<file path="config.mk">
export PLATFORM = sky130hd
export DESIGN_NAME = acc_rr_scheduler
export DESIGN_NICKNAME = d
export VERILOG_FILES = /design/src/rtl/acc_rr_scheduler.sv
export SDC_FILE = /design/constraint.sdc
export NUM_CORES = 1
export LEC_CHECK = 0
export CAP_MARGIN = 40
export CORE_UTILIZATION = 55
export DETAILED_ROUTE_END_ITERATION = 12
export PLACE_DENSITY = 0.79
export SLEW_MARGIN = 25
export SYNTH_ARGS = -nofsm -noshare
export SYNTH_HDL_FRONTEND = slang
export SYNTH_SLANG_ARGS = --single-unit
</file>
<file path="constraint.sdc">
create_clock -name clk -period 5.9 [get_ports clk]
set_clock_uncertainty 0.1 [all_clocks]
set_input_delay 0.885 -clock clk [delete_from_list [all_inputs] [get_ports clk]]
set_output_delay 0.885 -clock clk [all_outputs]
set_load 0.01 [all_outputs]
</file>
<file path="src/rtl/acc_rr_scheduler.sv">
// Round-robin shared-adder accumulator bank: NUM_CH private accumulators, one add per cycle.
// Latency: add lands in acc at the grant edge; rd_data/rd_ovf and grant_valid/grant_id are registered (1 cycle).
// Backpressure: req_ready is a combinational one-hot grant to the first eligible channel from rr_ptr; others wait.
module acc_rr_scheduler #(
   parameter int NUM_CH    = 4,
   parameter int ACC_WIDTH = 16,
   parameter int ADD_WIDTH = 8,
   parameter int SEL_WIDTH = $clog2(NUM_CH)
) (
   input  logic                        clk,
   input  logic                        rst_n,
   input  logic [NUM_CH-1:0]           req_valid,
   input  logic [NUM_CH*ADD_WIDTH-1:0] req_value,
   output logic [NUM_CH-1:0]           req_ready,
   input  logic [NUM_CH-1:0]           clr,
   input  logic [SEL_WIDTH-1:0]        rd_sel,
   output logic [ACC_WIDTH-1:0]        rd_data,
   output logic                        rd_ovf,
   output logic                        grant_valid,
   output logic [SEL_WIDTH-1:0]        grant_id
);

   // Internal channel index width; rd_sel/grant_id may be wider to allow out-of-range selects.
   localparam int IDX_W = (NUM_CH > 1) ? $clog2(NUM_CH) : 1;

   logic [ACC_WIDTH-1:0] acc [NUM_CH];
   logic [NUM_CH-1:0]    ovf;
   logic [IDX_W-1:0]     rr_ptr;

   logic [ADD_WIDTH-1:0] val_arr [NUM_CH];
   logic [NUM_CH-1:0]    elig;
   logic [NUM_CH-1:0]    gnt_oh;
   logic [IDX_W-1:0]     gnt_idx;
   logic                 gnt_any;
   logic [IDX_W:0]       scan_pos;
   logic [ACC_WIDTH:0]   add_sum;
   logic [IDX_W-1:0]     rd_idx;
   logic                 rd_in_range;

   // A channel being cleared this cycle is never eligible for a grant.
   assign elig = req_valid & ~clr;

   // Unpack the flat request value bus into per-channel add operands.
   always_comb begin
      for (int i = 0; i < NUM_CH; i++) begin
         val_arr[i] = req_value[i*ADD_WIDTH +: ADD_WIDTH];
      end
   end

   // Round-robin scan starting at rr_ptr, wrapping modulo NUM_CH; first eligible channel wins.
   always_comb begin
      gnt_any  = 1'b0;
      gnt_idx  = '0;
      gnt_oh   = '0;
      scan_pos = '0;
      for (int k = 0; k < NUM_CH; k++) begin
         scan_pos = {1'b0, rr_ptr} + (IDX_W+1)'(k);
         if (scan_pos >= (IDX_W+1)'(NUM_CH)) begin
            scan_pos = scan_pos - (IDX_W+1)'(NUM_CH);
         end
         if (!gnt_any && elig[scan_pos[IDX_W-1:0]]) begin
            gnt_any = 1'b1;
            gnt_idx = scan_pos[IDX_W-1:0];
         end
      end
      if (gnt_any) begin
         gnt_oh[gnt_idx] = 1'b1;
      end
   end

   // Grants are suppressed while reset is asserted so no requester sees a handshake.
   assign req_ready = rst_n ? gnt_oh : '0;

   // Single shared adder, operands muxed by the grant; the extra MSB is the carry-out.
   assign add_sum = {1'b0, acc[gnt_idx]}
                  + {{(ACC_WIDTH+1-ADD_WIDTH){1'b0}}, val_arr[gnt_idx]};

   // Accumulator and sticky overflow update: clear has priority, granted channel takes the sum.
   always_ff @(posedge clk or negedge rst_n) begin
      if (!rst_n) begin
         for (int i = 0; i < NUM_CH; i++) begin
            acc[i] <= '0;
         end
         ovf <= '0;
      end else begin
         for (int i = 0; i < NUM_CH; i++) begin
            if (clr[i]) begin
               acc[i] <= '0;
               ovf[i] <= 1'b0;
            end else if (gnt_any && (gnt_idx == IDX_W'(i))) begin
               acc[i] <= add_sum[ACC_WIDTH-1:0];
               if (add_sum[ACC_WIDTH]) begin
                  ovf[i] <= 1'b1;
               end
            end
         end
      end
   end

   // Pointer advances past the winner only on a handshake; clears leave it alone.
   always_ff @(posedge clk or negedge rst_n) begin
      if (!rst_n) begin
         rr_ptr      <= '0;
         grant_valid <= 1'b0;
         grant_id    <= '0;
      end else begin
         grant_valid <= gnt_any;
         if (gnt_any) begin
            rr_ptr   <= (gnt_idx == IDX_W'(NUM_CH-1)) ? '0 : gnt_idx + 1'b1;
            grant_id <= SEL_WIDTH'(gnt_idx);
         end
      end
   end

   assign rd_idx      = rd_sel[IDX_W-1:0];
   assign rd_in_range = (int'(rd_sel) < NUM_CH);

   // Registered readback of pre-update state; out-of-range selects read as zero.
   always_ff @(posedge clk or negedge rst_n) begin
      if (!rst_n) begin
         rd_data <= '0;
         rd_ovf  <= 1'b0;
      end else if (rd_in_range) begin
         rd_data <= acc[rd_idx];
         rd_ovf  <= ovf[rd_idx];
      end else begin
         rd_data <= '0;
         rd_ovf  <= 1'b0;
      end
   end

endmodule

</file>
==> flow_summary.yaml <==
status:
  status: "finished clean"
sta:
  slew_violations: 0
  setup_tns_ps: 0
  clock.fmax_ghz: 0.2009
  slew_headroom_pct: 46.02
  fin_crit_sh_pct: 84.35
  rsz0062_at_grt: "false"
  min_period_ps: 4977
  setup_viol: 0
  tightest_slew_ps: 809.6
  hold_viol: 0
detailed_routing:
  wl_per_cell_um: 19.75
  vias: 4758
  final_antenna_net_count: 0
  drc_errors: 0
  vias_per_cell: 6.261
  finalWirelength_um: 15010
  first_iter_violations: 495
  drtPass1Iterations: 5
place:
  gp_congestion: 0.9378
  dp_hpwl_um: 10140
  place.port_buffers: 67
  placed_cells: 743
clock_tree:
  clock_sinks: 90
  cts_hold_buf: 0
  htree_levels: 3
  clock_latency_ps: 380
  tritoncts: "done"
  post_cts_buffers: 0
  cts_buffers: 9
  post_cts_resized: 0
  path_clk_slew_ps: 110
  cts-root-buf: "clkbuf_8"
  clk_path_buf_depth: 2
grt:
  first_global_vias: 4861
  grt.total_usage_pct: 32.45
  antenna_found_initial: 0
  grt_max_degree: 58
  overflow: 0
  grt_pass1_wl_um: 24540
cells_and_area:
  syn2layout_area_growth_pct: 19.37
  final_cell_mix: "nand2_1 (140), dfrtp_1 (90), clkdlybuf4s50_1 (66), nor2_1 (35), a21oi_1 (25)"
  nets: 683
  diodes: 0
  final_common_cell: "nand2_1"
  fillers: 726
  final_cells: 760
  drive_gt1_share_pct: 10.46
synth:
  synth_compound_area_share_pct: 16.54
  synth_xor_xnor_area_share_pct: 1.663
  syn-cell-area_sq_mm: 0.005265
  synthAdderAreaFrac_pct: 3.232
  syn_nets: 624
  synth_area_per_cell_sq_um: 9.286
  ys_types: 54
  synth_mux_area_share_pct: 10.60
  synth-seq-area-share_pct: 42.78
  synth-simple-area-share_pct: 21.74
  netlist_instances: 567
  synth_seq_cells: 90
  synthFlopType: "dfrtp_1"
  synth_enable_flop_cells: 0
  synth_top_family_by_area: "simple AND/OR/NAND/NOR gates"
  synthArstFlopShare_pct: 100.0
  yosysWarnings: 0
worst_setup_path:
  max_stage_delay_ps: 540
  worstPathMaxFanout: 25
  startpoint: "clr[0]"
  critPathKind: "in2out"
  end_kind: "output port"
  cp_data_required_time_ps: 4910
  start_kind: "primary input"
  r2r-start: "rr_ptr[1]$_DFFE_PN0P_"
  worstPathCellList: "clkdlybuf4s50_1, buf_4, nand3b_1, a21boi_1, nor3_4, inv_2, buf_4, ha_1, and3_1, clkdlybuf4s50_1"
  crit_slowest_cell: "clkdlybuf4s50_1"
  rrSetupSlack_ps: 1470
  cp.arrival_ps: 3990
pwr:
  power_density_mw_per_mm2: 328.3
  p_leak_nw: 2.713
  power_mw: 2.063
  ir_drop_uv: 165.7
floorplan:
  fp-row-count: 35
  die_area_sq_mm: 0.009968
  io_pins: 68
  die_h_um: 99.84
  core_area_sq_mm: 0.009240
  start_util_pct: 56.98
  die_w_um: 99.84
flow_run:
  cap_violations: 0
min_path:
  hold_path.class: "in2async"
worst max-delay path, delay by kind of cell:
kind                     cells  cell delay (ps)
buffers and inverters        5             1860
AO/OA/AOI/OAI                1              470
adder cells (fa/ha/maj)      1              250
AND/OR/NAND/NOR              3              510
power breakdown:
part | total (mW) | switching, mW | internal, mW
Sequential | 0.780 | 0.0750 | 0.705
Clock | 0.420 | 0.259 | 0.162
Combinational | 0.863 | 0.511 | 0.352
per-stage QoR:
stage / setup WS, ps / cell area (sq um) / hold WS, ps / util, %
floorplan: 1018 / 5265 / 365.4 / -
global placement: 757.7 / 6057 / 381.4 / 65.55
detailed placement: 638.6 / 6090 / 396.9 / 65.90
CTS: 998.1 / 6274 / 363.2 / 67.89
global route: 650.3 / 6285 / 391.5 / 68.02
finish: 923.4 / 6285 / 352.4 / 68.02
flip-flops by register name (all words and copies together) (netlist names):
signal and cells:
rd_ovf 1, rr_ptr 2, grant_valid 1, acc 64, rd_data 16, grant_id 2, ovf 4
per-layer routing:
| layer | track usage (%) | vias up | part of all wire [%] |
|---|---|---|---|
| li1 | - | 2143 | - |
| met5 | 0 | - | 0 |
| met4 | 16.18 | 0 | 3.4 |
| met1 | 42.24 | 2303 | 39 |
| met3 | 6.755 | 49 | 9.0 |
| met2 | 51.88 | 263 | 48 |
area by class of cell:
class,count,area (sq um),share of cell area [%]
sequential,90,2252,35.84
tap,129,161.4,2.568
clock buffer,9,123.9,1.971
multi-input combinational,431,2838,45.15
clock inverter,7,60.06,0.9556
timing repair buffer,82,804.5,12.80
inverter,12,45.04,0.7167
synthesized netlist by cell type (2+ instances only):
library cell / number / area [sq um]
o41ai_1: 4 / 35.03
clkbuf_1: 25 / 93.84
o21ai_0: 17 / 85.08
ha_1: 12 / 150.1
xor2_1: 4 / 35.03
nor2_1: 36 / 135.1
nand2b_1: 5 / 31.28
a31oi_1: 20 / 125.1
or2_2: 2 / 12.51
nand3_1: 9 / 45.04
o21a_1: 4 / 30.03
or4b_4: 2 / 27.53
mux2i_1: 13 / 130.1
a32o_1: 2 / 20.02
mux2_2: 3 / 33.78
a21oi_1: 26 / 130.1
and3_1: 22 / 137.6
and2_1: 5 / 31.28
mux4_2: 17 / 382.9
a21o_1: 2 / 15.01
nand2_1: 140 / 525.5
and4_1: 2 / 17.52
nand3b_1: 6 / 45.04
a211oi_1: 14 / 105.1
xnor2_1: 6 / 52.55
nor2b_1: 2 / 12.51
o21ba_1: 2 / 20.02
inv_2: 2 / 7.510
dfrtp_1: 90 / 2252
a211o_1: 2 / 17.52
o21ai_2: 2 / 17.52
buf_2: 4 / 20.02
inv_1: 10 / 37.54
a22o_1: 20 / 175.2
buf_1: 4 / 15.01
or4b_1: 3 / 30.03
o22ai_1: 2 / 12.51
nor3_1: 10 / 50.05
path summary, 6_finish.rpt:
| kind | to | cells after the start |
|---|---|---|
| min reg2reg | acc[17]$_DFFE_PN0P_ | 2 |
| max reg2reg | ovf[0]$_DFFE_PN0P_ | 18 |
| max in group asynchronous | rd_data[13]$_DFF_PN0_ | 2 |
| min in group clk | acc[17]$_DFFE_PN0P_ | 2 |
| min | acc[29]$_DFFE_PN0P_ | 1 |
| max | req_ready[2] | 10 |
cells by family (layout without fill, tap and decap cells):
family,count (synthesis),count (layout)
AO/OA/AOI/OAI,126,126
XOR/XNOR,10,10
adder cells (fa/ha/maj),13,13
buffers and inverters,46,110
flip-flops,90,90
multiplexers,34,34
AND/OR/NAND/NOR,248,248
Note: power is estimated with default switching activity, not from simulation.
